**src/rtl/seq_det_pkg.sv**
```systemverilog
// Shared types and default constants for the serial pattern detector.
package seq_det_pkg;

  typedef enum logic {
    FILL,
    HUNT
  } state_e;

  localparam int unsigned    DEF_PATTERN_W = 3;
  localparam logic [2:0]     DEF_PATTERN   = 3'b110;
  localparam int unsigned    DEF_CNT_W     = 8;

endpackage

```
**src/rtl/sat_counter.sv**
```systemverilog
// Saturating up-counter with a sticky all-ones flag and synchronous clear.
module sat_counter #(
  parameter int unsigned W = 8
) (
  input  logic         clk,
  input  logic         arst_n,
  input  logic         inc,
  input  logic         clr,
  output logic [W-1:0] count,
  output logic         sat
);

  always_ff @(posedge clk or negedge arst_n) begin
    if (!arst_n) begin
      count <= '0;
      sat   <= 1'b0;
    end else if (clr) begin
      count <= '0;
      sat   <= 1'b0;
    end else if (inc && !sat) begin
      count <= count + 1'b1;
      // ~1 is all-ones minus one: this increment lands on the ceiling
      if (count == ~W'(1)) begin
        sat <= 1'b1;
      end
    end
  end

endmodule

```
**src/rtl/seq_detector.sv**
```systemverilog
// Serial bit-pattern detector with registered match pulse.
// Define SEQ_DET_COUNT_EN to add the saturating match counter (match_cnt, cnt_sat).
module seq_detector
  import seq_det_pkg::*;
#(
  parameter int unsigned          PATTERN_W = DEF_PATTERN_W,
  parameter logic [PATTERN_W-1:0] PATTERN   = PATTERN_W'(DEF_PATTERN),
  parameter int unsigned          OVERLAP   = 1,
  parameter int unsigned          CNT_W     = DEF_CNT_W
) (
  input  logic             clk,
  input  logic             arst_n,
  input  logic             bit_valid,
  input  logic             bit_in,
  input  logic             clear,
`ifdef SEQ_DET_COUNT_EN
  output logic [CNT_W-1:0] match_cnt,
  output logic             cnt_sat,
`endif
  output logic             match
);

  localparam int unsigned FillW = $clog2(PATTERN_W + 1);

  if (PATTERN_W < 2 || PATTERN_W > 16 || CNT_W < 1) begin : g_param_err
    $error("seq_detector: illegal parameter value");
  end

  // Reset release is pipelined through two flops before bits are accepted
  logic [1:0] rst_sync_q;

  always_ff @(posedge clk or negedge arst_n) begin
    if (!arst_n) begin
      rst_sync_q <= '0;
    end else begin
      rst_sync_q <= {rst_sync_q[0], 1'b1};
    end
  end

  state_e               state_q;
  logic [PATTERN_W-1:0] hist_q;
  logic [PATTERN_W-1:0] hist_shift;
  logic [FillW-1:0]     fill_q;
  logic                 accept;
  logic                 window_full;
  logic                 hit;
  logic                 unused_hist_msb;

  assign accept          = bit_valid & rst_sync_q[1] & ~clear;
  assign hist_shift      = {hist_q[PATTERN_W-2:0], bit_in};
  // Counts the bit being sampled now, so FILL on its last bit already qualifies
  assign window_full     = (state_q == HUNT) || (fill_q == FillW'(PATTERN_W - 1));
  assign hit             = accept && window_full && (hist_shift == PATTERN);
  assign unused_hist_msb = hist_q[PATTERN_W-1];

  always_ff @(posedge clk or negedge arst_n) begin
    if (!arst_n) begin
      state_q <= FILL;
      hist_q  <= '0;
      fill_q  <= '0;
      match   <= 1'b0;
    end else begin
      match <= hit;
      if (clear) begin
        state_q <= FILL;
        hist_q  <= '0;
        fill_q  <= '0;
      end else if (accept) begin
        hist_q <= hist_shift;
        if (hit && OVERLAP == 0) begin
          state_q <= FILL;
          fill_q  <= '0;
        end else if (state_q == FILL) begin
          fill_q <= fill_q + 1'b1;
          if (window_full) begin
            state_q <= HUNT;
          end
        end
      end
    end
  end

  a_no_double_match: assert property (@(posedge clk) disable iff (!arst_n)
    (OVERLAP == 0 && match) |=> !match);

`ifdef SEQ_DET_COUNT_EN
  sat_counter #(
    .W (CNT_W)
  ) u_sat_counter (
    .clk    (clk),
    .arst_n (arst_n),
    .inc    (hit),
    .clr    (clear),
    .count  (match_cnt),
    .sat    (cnt_sat)
  );

  a_cnt_monotonic: assert property (@(posedge clk) disable iff (!arst_n)
    !clear |=> match_cnt >= $past(match_cnt));
`endif

endmodule

```
**config.mk**
```make
export PLATFORM = sky130hd
export DESIGN_NAME = seq_detector
export DESIGN_NICKNAME = d
export VERILOG_FILES = /design/src/rtl/seq_det_pkg.sv /design/src/rtl/sat_counter.sv /design/src/rtl/seq_detector.sv
export SDC_FILE = /design/constraint.sdc
export NUM_CORES = 1
export LEC_CHECK = 0
export CAP_MARGIN = 0
export CELL_PAD_IN_SITES_DETAIL_PLACEMENT = 0
export CELL_PAD_IN_SITES_GLOBAL_PLACEMENT = 2
export CORE_AREA = 2 2 39 41
export CTS_CLUSTER_DIAMETER = 150
export CTS_CLUSTER_SIZE = 8
export DETAILED_ROUTE_END_ITERATION = 10
export DIE_AREA = 0 0 41 43
export GPL_TIMING_DRIVEN = 0
export HOLD_SLACK_MARGIN = 0.02
export PLACE_DENSITY_LB_ADDON = 0.1
export SETUP_SLACK_MARGIN = 0.02
export SLEW_MARGIN = 20
export SYNTH_ARGS = -nofsm -noshare
export SYNTH_HDL_FRONTEND = slang
export SYNTH_HIERARCHICAL = 1
export SYNTH_SLANG_ARGS = --single-unit
```
**constraint.sdc**
```tcl
create_clock -name clk -period 1.3 [get_ports clk]
set_input_delay 0.26 -clock clk [delete_from_list [all_inputs] [get_ports clk]]
set_output_delay 0.26 -clock clk [all_outputs]
set_load 0.02 [all_outputs]
```
After elaboration in Yosys (flattened, before gate mapping)

Cells that the tools add are included.

Flip-flop bits (word level): 8
Bits in latches: 0
RAM bits: 0
Memory bits (read-only): 0
Input port bits: 5
Output and inout bits: 1
Logic and storage cells: 26
Memories: 0

Add/sub/neg operators: 1
Multipliers: 0
Div/mod/pow operators: 0
Order comparisons: 0
Eq/ne operators: 3
Shifts and indexed selects: 0
Muxes and demuxes: 9
Bitwise gates (word level): 3
Reductions and logical operators: 5

Operators with widths:

| cell                                                           | number |
|---|---|
| 2-bit 2-to-1 mux                                               | 5 |
| 1-bit 2-to-1 mux                                               | 4 |
| 3-bit == test (second input constant)                          | 1 |
| 2-bit by 1-bit adder with 2-bit output (second input constant) | 1 |
| 1-bit bitwise AND                                              | 2 |
| 2-bit == test (second input constant)                          | 1 |
| 1-bit logical AND                                              | 2 |
| 2-bit != test (second input constant)                          | 1 |
| 2-bit AND reduction                                            | 1 |
| 2-bit nonzero test                                             | 1 |
| 1-bit logical OR                                               | 1 |
| 1-bit inverter                                                 | 1 |

Longest topological paths before layout

Gate-level depths: netlist of run 1.

Depth in word-level cells: 6
Depth in mapped cells: 4
Gate-level depth less buffers: 4

Worst setup path before layout of run 1

OpenSTA, ideal clock, no wires.

Path type: reg-to-reg
Start point: register state_q
End point: register fill_q[0]
Setup time: 0.125 ns
Data arrival time: 0.948 ns
Setup slack: 0.227 ns
Cell stages (with the launch flop): 3
Clock period less this slack: 1.073 ns
Path through: dfrtp_1 and3b_4 mux2_4

Longest elaborated chain between the ends: 2

Ends and longest elaborated chain:

| what                                 | RTL line           | RTL |
|---|---|---|
| start, declared                      | seq_detector.sv:40 | `state_e state_q;` |
| start signal, assigned               | seq_detector.sv:58 | `state_q <= FILL;` |
| start signal, assigned               | seq_detector.sv:65 | `state_q <= FILL;` |
| start signal, assigned               | seq_detector.sv:71 | `state_q <= FILL;` |
| 2-bit != test (no source line)       | n/a                |  |
| 2-bit AND reduction (no source line) | n/a                |  |
| end signal, assigned                 | seq_detector.sv:74 | `fill_q <= fill_q + 1'b1;` |
| end, declared                        | seq_detector.sv:43 | `logic [FillW-1:0] fill_q;` |

No other way between the ends.
A chain may end at the register's enable or synchronous reset.

Final worst setup path of run 1

Start point: register match
End point: output match

RTL lines:

| what                   | RTL line           | RTL |
|---|---|---|
| start, declared        | seq_detector.sv:20 | `output logic match` |
| start signal, assigned | seq_detector.sv:63 | `match <= hit;` |

No word-level cell between the ends.

==> flow_metrics.env, run 1 <==
export IMPL_worstSetupPathType="reg2out"
export IMPL_syn_inst=28
export IMPL_slowest_delay_ps=350
export IMPL_gp_congestion=0.636
export IMPL_slew_violations=0
export IMPL_worst_setup_path_start_kind="register"
export IMPL_vias=226
export IMPL_syn_cell_area_um2=354
export IMPL_dp_cells=49
export IMPL_netlist_area_leader_share_pct=56.5
export IMPL_synth_seq_cells=8
export IMPL_clock_sinks=8
export IMPL_async_reset_ff_share_pct=100
export IMPL_yosysSeqAreaShare_pct=56.5
export IMPL_ys_flop_type="dfrtp_1"
export IMPL_synthToLayoutAreaGrowth_pct=26.5
export IMPL_grt_total_usage_pct=9.33
export IMPL_synth_fp_nets=34
export IMPL_diodes=0
export IMPL_peakVddDrop_v=0.000405
export IMPL_dr_first_iter_drc_count=3
export IMPL_path_clk_slew_ps=50
export IMPL_fp_dieH_um=43
export IMPL_grt_antenna_before_repair=0
export IMPL_via_per_inst=4.35
export IMPL_grt_max_degree=9
export IMPL_rows=14
export IMPL_dp_slack_ps=-235
export IMPL_fillers=131
export IMPL_die_area_um2=1760
export IMPL_synth_area_top_cells="dfrtp_1 57%, mux2_4 8.5%, and3b_4 3.5%, ha_1 3.5%, nor2b_1 3.5%"
export IMPL_p_leak_uw=0.000217
export IMPL_htree_levels=1
export IMPL_grt_pass1_vias=235
export IMPL_synth_edf_count=0
export IMPL_finalSetupViolations=0
export IMPL_ys_types=15
export IMPL_drv_cap=0
export IMPL_yosysTopAreaCell="dfrtp_1"
export IMPL_drive_gt1_share_pct=19.4
export IMPL_crit_buf_inv=1
export IMPL_clock_fmax_mhz=862
export IMPL_stdcell_count=52
export IMPL_fin_util_pct=32.4
export IMPL_syn_avg_cell_area_um2=12.6
export IMPL_cts_tree="built"
export IMPL_grt_pass1_wl_um=1010
export IMPL_first_pass_iters=2
export IMPL_critical_path_endpoint_type="output pin"
export IMPL_clkLatencyLatePin_ps=240
export IMPL_rsz0062_at_grt="no"
export IMPL_wl_per_cell_um=10.1
export IMPL_hold_path_class="in2async"
export IMPL_design_core_area_um2=1380
export IMPL_cts_made_buffers=3
export IMPL_hold_viol_final=0
export IMPL_ios=6
export IMPL_finClkSkew_ps=0.455
export IMPL_grt_overflow=0
export IMPL_initial_utilization_pct=25.6
export IMPL_yosys_warnings=6
export IMPL_final_setup_tns_ps=0
export IMPL_nets=44
export IMPL_port_buffers=5
export IMPL_cp_top_family="flip-flops"
export IMPL_setup_slack_ps=140
export IMPL_worstPathRequired_ps=1040
export IMPL_postRouteAntennaNets=0
export IMPL_die_w_um=41
export IMPL_crit_chain="dlygate4sd2_1"
export IMPL_fin_crit_sh_pct=89.2
export IMPL_drc_errors=0
export IMPL_fin_hold_ws_ps=283
export IMPL_fin_crit_ps=1160
export IMPL_status="completed"
export IMPL_cp_max_fo=1
export IMPL_cp_arrival_ps=900
export IMPL_powerDensity_nw_per_um2=1090
export IMPL_cpMaxStageDelayCell="dfrtp_1"
export IMPL_wl_um=524
export IMPL_cts_path_max_buffers=2
export IMPL_root_buffer="clkbuf_4"
## cell families (layout without fill, tap and decap cells)
logic type / count (synthesis) / count (layout) / synth area share (%)
and+or+nand+nor: 9 / 9 / 15.9
DFF: 8 / 8 / 56.5
AOI/OAI and AO/OA: 6 / 6 / 13.4
muxes: 2 / 2 / 8.48
adders and majority gates: 1 / 1 / 3.53
other: 1 / 1 / 1.06
buffers and inverters: 1 / 9 / 1.06
## per-layer routing
layer	track usage, %	up-vias	wire (um)
met4	8.00	0	5
li1	-	116	-
met5	0	-	0
met2	10.3	5	233
met1	12.6	103	260
met3	4.71	2	25
## repair_timing
item / in CTS / in global routing
hold buffers: 0 / 0
endpoints found under the setup margin: 1 / 2
gates cloned: 0 / 0
gates resized for setup: 1 / 1
buffers inserted: 0 / 0
## per-stage QoR
stage / power (uW) / cell area (um2)
after global routing: 529 / 448
after detailed placement: 316 / 424
after floorplan: 289 / 354
after global placement: 315 / 424
final: 490 / 448
after CTS: 502 / 445
## layout by cell type (no fill, tap or decap), types with 2 or more instances in the layout
| cell | netlist | layout |
|---|---|---|
| nand3_1 | 2 | 2 |
| a21oi_1 | 2 | 2 |
| clkdlybuf4s50_1 | 0 | 3 |
| nor2b_1 | 2 | 2 |
| dfrtp_1 | 8 | 8 |
| mux2_4 | 2 | 2 |
| nor2_1 | 3 | 3 |
| clkbuf_4 | 0 | 3 |
## Yosys cell counts, drive strengths merged (2+ instances only)
library cell	n
nor2	3
mux2	2
a21bo	2
dfrtp	8
nor2b	2
nand3	2
a21oi	2
## power breakdown
part           switching, uW  internal (uW)  leakage (uW)  total, uW
Sequential              6.57            258      0.000106        265
Clock                   74.6            105     0.0000138        180
Combinational           20.0           25.7     0.0000976       45.7
Total                    101            389      0.000217        490
## final timing paths
path | startpoint | end | slack, ps | cells after the start
max in group asynchronous | arst_n | hist_q[0]$_DFFE_PN0P_ | 770 | 1
worst max-delay path | match$_DFF_PN0_ | match | 140 | 1
min in group clk | rst_sync_q[0]$_DFF_PN0_ | rst_sync_q[1]$_DFF_PN0_ | 350 | 0
worst min-delay path | arst_n | rst_sync_q[0]$_DFF_PN0_ | 280 | 1
worst min register to register | rst_sync_q[0]$_DFF_PN0_ | rst_sync_q[1]$_DFF_PN0_ | 350 | 0
worst max register to register | state_q$_DFFE_PN0P_ | fill_q[0]$_DFFE_PN0P_ | 180 | 2
## layout make-up
type / instances / area, um2 / share of cell area [%]
sequential: 8 / 200 / 44.7
multi-input combinational: 19 / 150 / 33.5
timing repair buffer: 5 / 51.3 / 11.5
clock buffer: 3 / 22.5 / 5.03
tap: 16 / 20.0 / 4.47
inverter: 1 / 3.75 / 0.838
## registers in the layout, summed over array words and instances, names as in the netlist
register,cells
rst_sync_q,2
hist_q,2
fill_q,2
state_q,1
match,1
(Power assumes the default switching activity.)
==> run 2: changes to the inputs <==
--- a/config.mk
+++ b/config.mk
@@ -10,7 +10,7 @@
 export CELL_PAD_IN_SITES_GLOBAL_PLACEMENT = 2
 export CORE_AREA = 2 2 39 41
 export CTS_CLUSTER_DIAMETER = 150
-export CTS_CLUSTER_SIZE = 8
+export CTS_CLUSTER_SIZE = 10
 export DETAILED_ROUTE_END_ITERATION = 10
 export DIE_AREA = 0 0 41 43
 export GPL_TIMING_DRIVEN = 0
==> results of run 2 <==
Same layout as run 1: the final DEF is identical, and so are final timing and power.
==> run 3: changes to the inputs <==
--- a/config.mk
+++ b/config.mk
@@ -5,6 +5,7 @@
 export SDC_FILE = /design/constraint.sdc
 export NUM_CORES = 1
 export LEC_CHECK = 0
+export ABC_AREA = 1
 export CAP_MARGIN = 0
 export CELL_PAD_IN_SITES_DETAIL_PLACEMENT = 0
 export CELL_PAD_IN_SITES_GLOBAL_PLACEMENT = 2
@@ -15,7 +16,7 @@
 export DIE_AREA = 0 0 41 43
 export GPL_TIMING_DRIVEN = 0
 export HOLD_SLACK_MARGIN = 0.02
-export PLACE_DENSITY_LB_ADDON = 0.1
+export PLACE_DENSITY_LB_ADDON = 0.08
 export SETUP_SLACK_MARGIN = 0.02
 export SLEW_MARGIN = 20
 export SYNTH_ARGS = -nofsm -noshare
==> flow_metrics.env, run 3 <==
export IMPL_worst_setup_path_start_kind="register"
export IMPL_slowest_delay_ps=350
export IMPL_drv_cap=0
export IMPL_layout_common_cells="10 x nand2_1, 8 x nand3_1, 8 x dfrtp_1, 4 x clkdlybuf4s50_1, 3 x clkbuf_4"
export IMPL_synth_fp_nets=44
export IMPL_fin_crit_ps=1180
export IMPL_final_common_cell="nand2_1"
export IMPL_crit_chain="dlygate4sd2_1"
export IMPL_grt_max_degree=9
export IMPL_syn_avg_cell_area_um2=9.09
export IMPL_grt_total_usage_pct=10.7
export IMPL_slew_violations=0
export IMPL_wl_per_cell_um=10.9
export IMPL_synth_edf_count=0
export IMPL_grt_overflow=0
export IMPL_final_area_um2=437
export IMPL_peakVddDrop_v=0.000457
export IMPL_via_per_inst=4.31
export IMPL_vias=267
export IMPL_status="completed"
export IMPL_path_clk_slew_ps=50
export IMPL_hold_path_class="in2async"
export IMPL_dp_final_hpwl_um=528
export IMPL_fin_crit_sh_pct=90.8
export IMPL_cts_tree="built"
export IMPL_netlist_top_cells_count="10 x nand2_1, 8 x dfrtp_1, 8 x nand3_1"
export IMPL_dr_first_iter_drc_count=2
export IMPL_postCtsSetupRepairBufs=0
export IMPL_fp_dieH_um=43
export IMPL_synth_seq_cells=8
export IMPL_placed_area_um2=415
export IMPL_drive_gt1_share_pct=15.2
export IMPL_yosysMostFrequentCell="nand2_1"
export IMPL_cts_path_max_buffers=2
export IMPL_powerDensity_nw_per_um2=1220
export IMPL_rows=14
export IMPL_ios=6
export IMPL_design_core_area_um2=1380
export IMPL_largestRegisters="fill_q (2), hist_q (2), rst_sync_q (2)"
export IMPL_yosysSeqAreaShare_pct=58.0
export IMPL_diodes=0
export IMPL_gp_congestion=0.645
export IMPL_crit_buf_inv=1
export IMPL_cp_top_family="flip-flops"
export IMPL_yosysTopAreaCell="dfrtp_1"
export IMPL_grt_pass1_vias=277
export IMPL_cp_arrival_ps=920
export IMPL_clock_fmax_mhz=847
export IMPL_async_reset_ff_share_pct=100
export IMPL_cpMaxStageDelayCell="dfrtp_1"
export IMPL_p_leak_uw=0.000219
export IMPL_wl_um=676
export IMPL_root_buffer="clkbuf_4"
export IMPL_final_setup_tns_ps=0
export IMPL_grt_antenna_before_repair=0
export IMPL_synth_area_top_cells="dfrtp_1 58%, nand3_1 12%, nand2_1 11%, ha_1 3.6%, nor2_2 3.6%"
export IMPL_yosys_warnings=6
export IMPL_finalSetupViolations=0
export IMPL_die_w_um=41
export IMPL_syn_inst=38
export IMPL_nets=54
export IMPL_hold_viol_final=0
export IMPL_postRouteAntennaNets=0
export IMPL_ys_types=12
export IMPL_htree_levels=1
export IMPL_hold_buffers=0
export IMPL_port_buffers=5
export IMPL_grt_pass1_wl_um=1130
export IMPL_clock_sinks=8
export IMPL_critical_path_endpoint_type="output pin"
export IMPL_clkLatencyLatePin_ps=250
export IMPL_syn_cell_area_um2=345
export IMPL_first_pass_iters=2
export IMPL_worstPathRequired_ps=1040
export IMPL_synthToLayoutAreaGrowth_pct=26.4
export IMPL_worstSetupPathType="reg2out"
export IMPL_ys_flop_type="dfrtp_1"
export IMPL_netlist_area_leader_share_pct=58.0
export IMPL_finClkSkew_ps=0.687
export IMPL_initial_utilization_pct=25.0
export IMPL_post_cts_resized=1
export IMPL_cts_made_buffers=3
export IMPL_drc_errors=0
export IMPL_rsz0062_at_grt="no"
export IMPL_cp_max_fo=1
export IMPL_die_area_um2=1760
## run 3: cell count changes in the layout (fill, tap and decap cells not counted), moves of 2 or more
| cell | delta |
|---|---|
| a21oi_1 | -2 |
| mux2_4 | -2 |
| nand2_1 | +10 |
| nand3_1 | +6 |
| nor2_2 | +2 |
| nor2b_1 | -2 |
## run 3: path summary, 6_finish.rpt
path / depth (start not counted) / slack [ps] / endpoint / startpoint
max in group asynchronous: 1 / 760 / hist_q[0]$_DFFE_PN0P_ / arst_n
min reg2reg: 0 / 350 / rst_sync_q[1]$_DFF_PN0_ / rst_sync_q[0]$_DFF_PN0_
min in group clk: 0 / 350 / rst_sync_q[1]$_DFF_PN0_ / rst_sync_q[0]$_DFF_PN0_
max: 1 / 120 / match / match$_DFF_PN0_
min: 1 / 280 / fill_q[1]$_DFFE_PN0P_ / arst_n
max reg2reg: 5 / 240 / state_q$_DFFE_PN0P_ / fill_q[0]$_DFFE_PN0P_
## run 3: final cells by class
cell class              count  area (um2)
well taps                  16        20.0
fillers                   140         947
multi-input cells          27         134
clock buffers               3        22.5
inverters                   3        11.3
repair buffers              5        48.8
flip-flops and latches      8         200
## run 3: where the power goes
group	switching [uW]	internal [uW]	leakage, uW
logic	35.2	30.4	0.000101
registers	11.2	266	0.000104
clock network	82.4	105	0.0000138
total	129	402	0.000219
## run 3: metrics by stage
| stage | setup WS (ps) | utilization [%] | total power [uW] | instances | hold slack [ps] |
|---|---|---|---|---|---|
| after floorplan | 313 | - | 316 | 38 | -35.6 |
| after global placement | 37.9 | 30.0 | 346 | 59 | 338 |
| after detailed placement | 36.4 | 30.0 | 348 | 59 | 342 |
| after CTS | 111 | 31.6 | 543 | 62 | 288 |
| after global routing | 83.7 | 31.6 | 567 | 62 | 312 |
| final | 120 | 31.6 | 531 | 62 | 282 |
## run 3: logic make-up after synthesis
logic type	Yosys count	synth area share, %
fa+ha+maj	1	3.62
simple gates	25	34.1
other cells	1	1.09
buf+inv	3	3.26
flops	8	58.0
## run 3: layer usage
metal  wire [um]  global-route usage (%)
met5           0                       0
met2         334                    15.3
met1         292                    10.7
met4          12                    10.0
met3          38                    4.71
